**src/rtl/mdio_pkg.sv**
```systemverilog
// Shared definitions for the MDIO station-management controller: clause-22
// opcodes, frame lengths and the controller state enumeration.
// Optional feature macro: MDIO_PREAMBLE_EN adds the PREAMBLE state.
package mdio_pkg;

  localparam logic [1:0] OP_READ  = 2'b10;
  localparam logic [1:0] OP_WRITE = 2'b01;
  localparam logic [1:0] ST_C22   = 2'b01;

  localparam int FRAME_BITS    = 32;
  localparam int PREAMBLE_BITS = 32;

`ifdef MDIO_PREAMBLE_EN
  typedef enum logic [1:0] {
    ST_IDLE,
    ST_PREAMBLE,
    ST_FRAME
  } mdio_state_t;
`else
  typedef enum logic [1:0] {
    ST_IDLE,
    ST_FRAME
  } mdio_state_t;
`endif

endpackage

```
**src/rtl/mdio_controller_mdc_gen.sv**
```systemverilog
// MDC divider: MDC is low for CLK_DIV cycles then high for CLK_DIV cycles
// while enabled. mdc_rise / mdc_fall are high in the CLK cycle at whose end
// MDC changes, so logic clocked on that edge sees the new half-period begin.
module mdc_gen #(
  parameter int CLK_DIV = 1
) (
  input  logic CLK,
  input  logic rst,
  input  logic en,
  output logic mdc,
  output logic mdc_rise,
  output logic mdc_fall
);
  import mdio_pkg::*;

  localparam int CW = $clog2(CLK_DIV) + 1;
  localparam logic [CW-1:0] LAST = CW'(CLK_DIV - 1);

  logic [CW-1:0] cnt;
  logic          at_last;

  assign at_last  = (cnt == LAST);
  assign mdc_rise = en && !mdc && at_last;
  assign mdc_fall = en &&  mdc && at_last;

  // Half-period counter; held at zero with MDC low whenever disabled.
  always_ff @(posedge CLK) begin
    if (rst || !en) begin
      cnt <= '0;
      mdc <= 1'b0;
    end else if (at_last) begin
      cnt <= '0;
      mdc <= ~mdc;
    end else begin
      cnt <= cnt + 1'b1;
    end
  end

endmodule

```
**src/rtl/mdio_controller.sv**
```systemverilog
// MDIO station-management master: serialises a clause-22 frame word MSB first
// onto MDIO, releases the line for the turnaround and data of read frames and
// captures the 16 bits the PHY returns.
// Optional feature macro: MDIO_PREAMBLE_EN prefixes every frame with 32 ones.
module mdio_controller #(
  parameter int CLK_DIV = 1
) (
  input  logic        CLK,
  input  logic        rst,
  input  logic        MDIO_START,
  input  logic [31:0] T_DATA,
  input  logic        MDIO_IN,
  output logic        MDC,
  output logic        MDIO_OUT,
  output logic        MDIO_OE,
  output logic [15:0] RD_DATA,
  output logic        DATA_RDY,
  output logic        BUSY
);
  import mdio_pkg::*;

  localparam logic [4:0] LAST_BIT    = 5'(FRAME_BITS - 1);
  localparam logic [4:0] LAST_DRIVEN = 5'd13;  // read: last bit before release
  localparam logic [4:0] FIRST_RX    = 5'd16;  // read: first returned data bit
`ifdef MDIO_PREAMBLE_EN
  localparam logic [4:0] LAST_PRE    = 5'(PREAMBLE_BITS - 1);
`endif

  mdio_state_t state;
  logic [4:0]  bit_cnt;
  logic [31:0] tx_shift;   // bit [31] is always the next bit to put on MDIO
  logic [15:0] rx_shift;
  logic        is_read;
  logic        mdc_rise;
  logic        mdc_fall;

  mdc_gen #(
    .CLK_DIV (CLK_DIV)
  ) u_mdc_gen (
    .CLK      (CLK),
    .rst      (rst),
    .en       (BUSY),
    .mdc      (MDC),
    .mdc_rise (mdc_rise),
    .mdc_fall (mdc_fall)
  );

  // Frame sequencer: outputs are registered and MDIO_OUT only moves on the
  // edge that drops MDC, giving a full half-period of setup and hold.
  always_ff @(posedge CLK) begin
    if (rst) begin
      state    <= ST_IDLE;
      bit_cnt  <= '0;
      is_read  <= 1'b0;
      rx_shift <= '0;
      BUSY     <= 1'b0;
      MDIO_OE  <= 1'b0;
      MDIO_OUT <= 1'b0;
      RD_DATA  <= '0;
      DATA_RDY <= 1'b0;
    end else begin
      DATA_RDY <= 1'b0;
      case (state)
        ST_IDLE: begin
          if (MDIO_START) begin
            is_read <= (T_DATA[29:28] == OP_READ);
            bit_cnt <= '0;
            BUSY    <= 1'b1;
            MDIO_OE <= 1'b1;
`ifdef MDIO_PREAMBLE_EN
            tx_shift <= T_DATA;
            MDIO_OUT <= 1'b1;
            state    <= ST_PREAMBLE;
`else
            tx_shift <= {T_DATA[30:0], 1'b0};
            MDIO_OUT <= T_DATA[31];
            state    <= ST_FRAME;
`endif
          end
        end
`ifdef MDIO_PREAMBLE_EN
        ST_PREAMBLE: begin
          if (mdc_fall) begin
            if (bit_cnt == LAST_PRE) begin
              bit_cnt  <= '0;
              MDIO_OUT <= tx_shift[31];
              tx_shift <= {tx_shift[30:0], 1'b0};
              state    <= ST_FRAME;
            end else begin
              bit_cnt <= bit_cnt + 5'd1;
            end
          end
        end
`endif
        ST_FRAME: begin
          if (mdc_rise && is_read && (bit_cnt >= FIRST_RX)) begin
            rx_shift <= {rx_shift[14:0], MDIO_IN};
          end
          if (mdc_fall) begin
            if (bit_cnt == LAST_BIT) begin
              BUSY     <= 1'b0;
              MDIO_OE  <= 1'b0;
              MDIO_OUT <= 1'b0;
              state    <= ST_IDLE;
              if (is_read) begin
                RD_DATA  <= rx_shift;
                DATA_RDY <= 1'b1;
              end
            end else begin
              bit_cnt  <= bit_cnt + 5'd1;
              tx_shift <= {tx_shift[30:0], 1'b0};
              if (is_read && (bit_cnt >= LAST_DRIVEN)) begin
                MDIO_OE  <= 1'b0;
                MDIO_OUT <= 1'b0;
              end else begin
                MDIO_OUT <= tx_shift[31];
              end
            end
          end
        end
        default: state <= ST_IDLE;
      endcase
    end
  end

endmodule

```
**config.mk**
```make
export PLATFORM = sky130hd
export DESIGN_NAME = mdio_controller
export DESIGN_NICKNAME = d
export VERILOG_FILES = /design/src/rtl/mdio_pkg.sv /design/src/rtl/mdio_controller_mdc_gen.sv /design/src/rtl/mdio_controller.sv
export SDC_FILE = /design/constraint.sdc
export NUM_CORES = 1
export LEC_CHECK = 0
export BUFFER_PORTS_ARGS = -buffer_cell sky130_fd_sc_hd__buf_2
export CELL_PAD_IN_SITES_DETAIL_PLACEMENT = 0
export CELL_PAD_IN_SITES_GLOBAL_PLACEMENT = 1
export CORE_UTILIZATION = 43
export CTS_CLUSTER_SIZE = 28
export DETAILED_ROUTE_END_ITERATION = 10
export PLACE_DENSITY = 0.89
export SLEW_MARGIN = 5
export SYNTH_ARGS = -nofsm -noshare
export SYNTH_HDL_FRONTEND = slang
export SYNTH_SLANG_ARGS = --single-unit
```
**constraint.sdc**
```tcl
create_clock -name CLK -period 4.7 [get_ports CLK]
set_clock_uncertainty 0.15 [all_clocks]
set_input_delay 0.94 -clock CLK [delete_from_list [all_inputs] [get_ports CLK]]
set_output_delay 0.94 -clock CLK [all_outputs]
set_load 0.01 [all_outputs]
```
Word-level counts from Yosys, hierarchy flattened
Index checks and enable logic that the tools add are counted.
Word-level totals
  register bits after elaboration: 78
Operators by class
  mux-type cells: 26
  reduce and logical (&&, ||, !) cells: 23
  add/sub/neg operators: 2
  $lt $le $gt $ge: 2
  equality and inequality tests: 8
  bitwise operators: 6
Operators by type and width (number)
  32-bit 2-to-1 mux: 3
  32-bit case mux with 2 select lines: 1
  4-bit AND reduction: 4
  5-bit 2-to-1 mux: 3
  1-bit 2-to-1 mux: 11
  5-bit case mux with 2 select lines: 1
  2-bit != test (second input constant): 4
  1-bit logical AND: 7
  2-bit 2-to-1 mux: 3
  1-bit inverter: 6
  1-bit case mux with 2 select lines: 3
  3-bit AND reduction: 2
  5-bit by 1-bit adder with 5-bit output (second input constant): 1
  5-bit equality test (second input constant): 1
  5-bit by 4-bit >= comparator with 1-bit output (second input constant): 1
  5-bit >= comparator (second input constant): 1
  5-bit AND reduction: 1
  2-bit case mux with 2 select lines: 1
  2-bit AND reduction: 2
  4-bit OR reduction: 1
  3-bit != test (second input constant): 1
  2-bit by 1-bit equality test with 1-bit output (second input constant): 1
  2-bit equality test (second input constant): 1
  1-bit logical NOT: 2
  other kinds (5): 5

Longest topological paths before layout
Gate-level depths: netlist of run 1.
  word-level depth: 6
  depth in mapped cells: 8
  gate-level depth less buffers: 6

By module
A second synthesis of run 1 with hierarchy kept.
Second synthesis, totals
  cell total of the unflattened synthesis: 274
  area, all modules: 3084.2 µm²
By module, submodules not included
  mdio_controller: times used 1, area each 3001.6 µm², cells each 267
  mdc_gen: times used 1, area each 82.6 µm², cells each 7

Worst setup path after synthesis of run 1
No wires, ideal clock.
  path type: input port to flip-flop
  start point: input rst
  end point: register tx_shift[10], enable pin
  arrival: 2.833 ns
  setup slack: 1.287 ns
  cell stages on the path: 3
  required time: 4.120 ns
  library setup time: 0.430 ns
  cells stage by stage: clkbuf_1 clkbuf_1 a21oi_1
On the way
  word-level cells in the longest chain between the ends: 2
Ends and longest elaborated chain
  start: declaration: RTL line mdio_controller.sv:9  | input logic rst,
  1-bit inverter (no source line)
  5-bit AND reduction (no source line)
  end signal: assignment: RTL line mdio_controller.sv:75  | tx_shift <= {T_DATA[30:0], 1'b0};
  end signal: assignment: RTL line mdio_controller.sv:111  | tx_shift <= {tx_shift[30:0], 1'b0};
  end: declaration: RTL line mdio_controller.sv:31  | logic [31:0] tx_shift;
No other way between the ends.
A chain may end at the register's enable or synchronous reset.

Final worst setup path of run 1
  start point: register bit_cnt[0]
  end point: register tx_shift[23], enable pin
On the way
  word-level cells in the longest chain between the ends: 3
Ends and longest elaborated chain
  start: declaration: RTL line mdio_controller.sv:30  | logic [4:0] bit_cnt;
  start signal: assignment: RTL line mdio_controller.sv:110  | bit_cnt <= bit_cnt + 5'd1;
  5-bit equality test: RTL line mdio_controller.sv:100  | if (bit_cnt == LAST_BIT) begin
  2-bit != test (no source line)
  5-bit AND reduction (no source line)
No other way between the ends.

==> metrics.csv, run 1 <==
stage,metric,value,unit
run_status,run_status,"complete, no violations",
clocking,ctsResizeCount,0,
min_path,whs_endpoint,RD_DATA[8],
min_path,hp-class,register to register,
placement,dp.cells,411,
synth,syn_area_per_cell,11.1,um2
routing,vias,2238,
worst_setup_path,worstSetupEndpointType,register,
placement,gp_congestion,0.779,
final_layout,fillers,662,
routing,wl_per_cell,13.7,um
worst_setup_path,slowest_stage,a21oi_4,
sta,rsz0062_at_grt,false,
clocking,cts_tree,yes,
pwr,p_sw_share,22.5,%
worst_setup_path,cp-start-kind,register,
worst_setup_path,crit_family,compound AO/OA/AOI/OAI gates,
global_route,grt_pass1_wl,9560,um
worst_setup_path,r2r_start,bit_cnt[0],
pwr,p_int,984,uW
routing,dr.pass1.iters,5,
worst_setup_path,critPathMaxStageDelay,0.88,ns
synth,synth-edff-count,31,
synth,synth_top_area_cell,edfxtp_1,
final_layout,multi_input_area,0.00119,mm2
floorplan,core-area,0.00691,mm2
global_route,grt_antenna_before_repair,0,
placement,io_buffers,56,
synth,syn_inst,282,
synth,synthTopCellsByArea,"edfxtp_1, dfxtp_1, mux2_2",
floorplan,die_w,87.2,um
sta,worst_slack,1.82,ns
worst_setup_path,crit_chain,ha_1 > and3_1 > ha_1 > nand4bb_1 > a21oi_4,
clocking,clkTransAtPathRegs,0.08,ns
clocking,clock_path_buffers,2,
sta,holdWs,0.324,ns
final_layout,final_cells,427,
floorplan,rows,30,
sta,fin_crit_sh,61.2,%
routing,finalWirelength,5830,um
global_route,grt_pass1_vias,2077,
clocking,clk_latency,0.35,ns
synth,ys_seq_area_share,58.1,%
worst_setup_path,cp.buffers_inverters,0,
synth,synthFlopType,dfxtp_1,
worst_setup_path,worstPathArrival,2.70,ns
sta,final.min_clock_period,2.88,ns
pwr,p_per_area,352,mW/mm2
pwr,seq_power_share,56.5,%
synth,synthTopCellsByCount,"dfxtp_1, a21oi_1, nand3_1",
sta,tns,0,ns
worst_setup_path,r2r-end,tx_shift[23],
global_route,grt_max_degree,47,
pwr,power.total,1.27,mW
clocking,ctsHoldBuffers,0,
sta,slew_violations,0,
placement,hpwl,3700,um
routing,antenna_left,0,
sta,setup_viol,0,
floorplan,start_util,45.1,%
synth,synth-async-reset-ratio,0,%
worst_setup_path,cp_max_fo,31,
floorplan,die_y,87.2,um
pwr,p_clk_share,37.7,%
min_path,min_path_cells,2,
sta,tightest_slew,0.931,ns
synth,synth_nets,321,
pwr,power_leakage,1.27,nW
job,timing.max_cap.violations,0,
final_layout,design_area,0.00361,mm2
worst_setup_path,crit_top_cell,ha_1,
synth,ys_warn_count,0,
final_layout,seqCellArea,0.00181,mm2
pwr,peakVddDrop,0.000216,V
floorplan,dieArea,0.00760,mm2
synth,synth_top_cell_area_share,29.9,%
final_layout,antenna_cells,0,
routing,drtIter0Drc,166,
final_layout,final_layout_size_suffix_gt1_share,32.0,%
global_route,grt-ovfl-total,0,
clocking,numCtsBuffers,9,
synth,synth-seq-cells,75,
clocking,post_cts_buffers,0,
sta,slew_headroom,37.8,%
clocking,cts.htree.levels,3,
final_layout,finish.utilization,52.3,%
placement,dpl_worst_slack,1.83,ns
sta,finalHoldViolCount,0,
floorplan,ios,57,
final_layout,syn2layout_area_growth,15.8,%
synth,synthesis.area,0.00312,mm2
placement,postPlaceCellArea,0.00342,mm2
worst_setup_path,critPathRequiredTime,4.52,ns
synth,synth.most_common_cell,dfxtp_1,
pwr,power.switching,285,uW
min_path,hold_start,RD_DATA[8],
clocking,cts_root_buffer,clkbuf_8,
synth,synth_cell_types,33,
worst_setup_path,critical_path_class,register to register,
sta,fmaxAchievable,347,MHz
global_route,track_usage,16.4,%
routing,routed_via_density,5.24,
worst_setup_path,r2r_setup_slack,1.82,ns
pwr,comb_power_share,5.8,%
clocking,cts.sinks,75,
routing,drc_errors,0,
worst_setup_path,reg2regPathDepth,5,
final_layout,nets,365,
placed cells by master, fill, tap and decap left out, drive strengths merged:
cell type  count
o211ai         1
and4bb         2
mux2          30
clkinv         2
o21ai         35
nand2          3
nor3           2
nand3         38
a311oi         1
buf           56
clkbuf         9
a21oi         40
inv            3
and2           1
clkinvlp       4
o2111ai        1
bufinv         1
and3b          1
edfxtp        31
ha             3
and2b          1
nand4bb        2
and3           1
nor2           3
a221oi         1
nand2b         4
conb           1
nand3b         3
nor4b          1
nor2b          4
dfxtp         44
or3            2
layout make-up:
| type | instances | area share [%] |
|---|---|---|
| tap | 96 | 3.33 |
| timing repair buffer | 56 | 7.76 |
| sequential | 75 | 50.2 |
| clock buffer | 9 | 3.43 |
| clock inverter | 7 | 1.91 |
| multi-input combinational | 181 | 33.0 |
| inverter | 3 | 0.312 |
metal layers:
layer / track usage, % / part of all wire, % / wire (um) / up-vias
met5: 0 / 0 / 0 / -
met4: 4.02 / 1.1 / 66 / 0
met3: 7.49 / 7.7 / 450 / 9
met2: 27.1 / 49 / 2830 / 73
met1: 19.7 / 43 / 2480 / 1028
li1: - / - / - / 1128
worst max path at each step:
stage | startpoint | to | slack, ns | depth (start not counted)
floorplan | rst | tx_shift[10] | 1.29 | 3
global placement | BUSY | tx_shift[24] | 1.87 | 2
detailed placement | bit_cnt[0] | tx_shift[19] | 1.83 | 5
CTS | bit_cnt[0] | tx_shift[11] | 1.81 | 5
global route | BUSY | tx_shift[23] | 1.62 | 2
finish | bit_cnt[0] | tx_shift[23] | 1.82 | 5
flip-flops by register name, indices dropped and copies added, names as in the netlist, 5 cells and up:
signal	flops
RD_DATA	16
tx_shift	31
bit_cnt	5
rx_shift	16
cells by family (layout without fill, tap and decap cells):
| logic type | after synthesis | after routing | share of synthesized area, % |
|---|---|---|---|
| compound gates | 79 | 79 | 13.1 |
| buf+inv | 26 | 75 | 4.01 |
| simple gates | 68 | 68 | 12.6 |
| fa+ha+maj | 3 | 3 | 1.20 |
| other cells | 1 | 1 | 0.120 |
| mux | 30 | 30 | 10.8 |
| flops | 75 | 75 | 58.1 |
tightest hold or removal path: cells and delay by family, from the launching register on:
family         cells  cell delay [ns]
AO/OA/AOI/OAI      2             0.12
flip-flops         1             0.31
power by group through the flow:
stage	Clock (mW)	Combinational, mW	Sequential [mW]
after global placement	0	0.0720	0.731
final	0.478	0.0734	0.717
after detailed placement	0	0.0736	0.732
after CTS	0.490	0.0743	0.717
after global routing	0.517	0.0811	0.720
after floorplan	0	0.0581	0.721
Note: power is estimated with default switching activity, not from simulation.
==> run 2: changes to the inputs <==
clock period = 2.7 ns   (was 4.7 ns; I/O delays follow)
==> metrics.csv, run 2 (synthesis gave the netlist of run 1 again) <==
stage,metric,value,unit,change
worst_setup_path,critPathMaxStageDelay,0.43,ns,was 0.88 ns
routing,dr.pass1.iters,4,,was 5
final_layout,layout_commonest_cell,buf_2,,unchanged
pwr,p_per_area,630,mW/mm2,was 352 mW/mm2
worst_setup_path,reg2regPathDepth,6,,was 5
placement,io_buffers,56,,unchanged
pwr,peakVddDrop,0.000509,V,was 0.000216 V
final_layout,top_regs,"tx_shift: 31 flops, RD_DATA: 16 flops, rx_shift: 16 flops",,unchanged
floorplan,die_w,87.2,um,unchanged
pwr,power_leakage,1.33,nW,was 1.27 nW
pwr,power.total,2.33,mW,was 1.27 mW
worst_setup_path,critical_path_class,register to register,,unchanged
sta,tns,0,ns,unchanged
clocking,clkTransAtPathRegs,0.08,ns,about the same
clocking,ctsHoldBuffers,0,,unchanged
final_layout,syn2layout_area_growth,18.4,%,was 15.8%
clocking,cts.sinks,75,,unchanged
global_route,track_usage,17.3,%,was 16.4%
final_layout,seqCellArea,0.00181,mm2,unchanged
clocking,clk_latency,0.35,ns,about the same
final_layout,fillers,654,,was 662
sta,slew_violations,0,,unchanged
placement,hpwl,3920,um,was 3700 um
global_route,grt_pass1_vias,2107,,"was 2,077"
clocking,clock_path_buffers,2,,unchanged
sta,final.min_clock_period,2.43,ns,was 2.88 ns
floorplan,core-area,0.00691,mm2,unchanged
sta,setup_viol,0,,unchanged
clocking,cts.htree.levels,3,,unchanged
floorplan,ios,57,,unchanged
final_layout,nets,371,,was 365
routing,wl_per_cell,13.9,um,was 13.7 um
worst_setup_path,cp.buffers_inverters,1,,was 0
sta,fmaxAchievable,411,MHz,was 347 MHz
placement,gp_congestion,0.745,,was 0.779
clocking,cts_root_buffer,clkbuf_8,,unchanged
sta,slew_headroom,58.1,%,was 37.8%
sta,finalHoldViolCount,0,,unchanged
global_route,grt_pass1_wl,9830,um,was 9560 um
clocking,post_cts_buffers,0,,unchanged
final_layout,largest_reg_flops,31,,unchanged
job,timing.max_cap.violations,0,,unchanged
min_path,min_path_cells,3,,was 2
sta,tightest_slew,0.625,ns,was 0.931 ns
final_layout,multi_input_area,0.00119,mm2,unchanged
floorplan,dieArea,0.00760,mm2,unchanged
floorplan,die_y,87.2,um,unchanged
worst_setup_path,cp_max_fo,21,,was 31
routing,vias,2267,,"was 2,238"
clocking,numCtsBuffers,9,,unchanged
final_layout,max_flop_register,tx_shift,,unchanged
worst_setup_path,critPathRequiredTime,2.58,ns,was 4.52 ns
worst_setup_path,worstPathArrival,2.31,ns,was 2.70 ns
global_route,grt_max_degree,27,,was 47
routing,drc_errors,0,,unchanged
clocking,ctsResizeCount,0,,unchanged
worst_setup_path,slowest_stage,nand4bb_1,,was a21oi_4
routing,routed_via_density,5.24,,about the same
worst_setup_path,crit_top_cell,ha_1,,unchanged
routing,finalWirelength,6020,um,was 5830 um
global_route,grt_antenna_before_repair,0,,unchanged
run_status,run_status,"complete, no violations",,unchanged
clocking,cts_tree,yes,,unchanged
worst_setup_path,crit_family,simple AND/OR/NAND/NOR gates,,was compound AO/OA/AOI/OAI gates
sta,rsz0062_at_grt,false,,unchanged
worst_setup_path,path_depth,6,,was 5
routing,drtIter0Drc,152,,was 166
routing,antenna_left,0,,unchanged
final_layout,final_cell_mix,"buf_2, dfxtp_1, a21oi_1",,unchanged
sta,fin_crit_sh,90.1,%,was 61.2%
worst_setup_path,crit_chain,ha_1 > and3_1 > ha_1 > nand4bb_1 > a21oi_4 > buf_4,,was ha_1 > and3_1 > ha_1 > nand4bb_1 > a21oi_4
floorplan,start_util,45.1,%,unchanged
min_path,hp-class,primary input to register,,was register to register
final_layout,final_layout_size_suffix_gt1_share,32.6,%,was 32.0%
global_route,grt-ovfl-total,0,,unchanged
worst_setup_path,worstSetupEndpointType,register,,unchanged
worst_setup_path,cp-start-kind,register,,unchanged
floorplan,rows,30,,unchanged
final_layout,antenna_cells,0,,unchanged
## run 2: changes by cell type in the layout (fill, tap and decap cells not counted)
cell	change
buf_4	+6
bufinv_16	-1
clkbuf_8	+1
clkbuf_1	+2
clkinv_2	-1
clkinvlp_4	-2
clkbuf_16	+3
clkinvlp_2	-2
## run 2: cell type report
class	count	share of cell area [%]
sequential	75	49.1
multi-input combinational	181	32.3
timing repair buffer	62	8.81
clock buffer	15	5.97
tap	96	3.25
inverter	3	0.305
clock inverter	1	0.237
## run 2: per-stage QoR
stage | instances | setup WS, ns | utilization, % | instance area, um2 | hold slack [ns]
2_1_floorplan | 282 | 0.310 | - | 3130 | 0.290
3_3_place_gp | 417 | 0.348 | 50.1 | 3460 | 0.311
3_5_place_dp | 417 | 0.300 | 50.1 | 3460 | 0.314
4_1_cts | 433 | 0.281 | 53.4 | 3690 | 0.298
5_1_grt | 433 | 0.147 | 53.4 | 3690 | 0.318
6_report | 433 | 0.267 | 53.4 | 3690 | 0.305
## run 2: power by group
group | internal [mW] | switching, mW
Clock | 0.530 | 0.416
Combinational | 0.0767 | 0.0659
Sequential | 1.22 | 0.0188
## run 2: worst paths after layout
check	start	slack [ns]	end
max	bit_cnt[0]	0.27	tx_shift[7]
min	MDIO_IN	0.30	rx_shift[0]
max reg2reg	bit_cnt[0]	0.27	tx_shift[7]
min reg2reg	RD_DATA[8]	0.32	RD_DATA[8]
## run 2: metal layers
| metal | track usage, % | part of all wire [%] | vias up |
|---|---|---|---|
| met5 | 0 | 0 | - |
| met4 | 7.75 | 2.0 | 0 |
| met3 | 6.07 | 5.3 | 12 |
| met2 | 26.4 | 46 | 59 |
| met1 | 22.1 | 47 | 1061 |
| li1 | - | - | 1135 |
## run 2: worst min-delay path, stage by stage
cell     delay (ns)
buf_2          0.10
nand3_1        0.06
a21oi_1        0.06
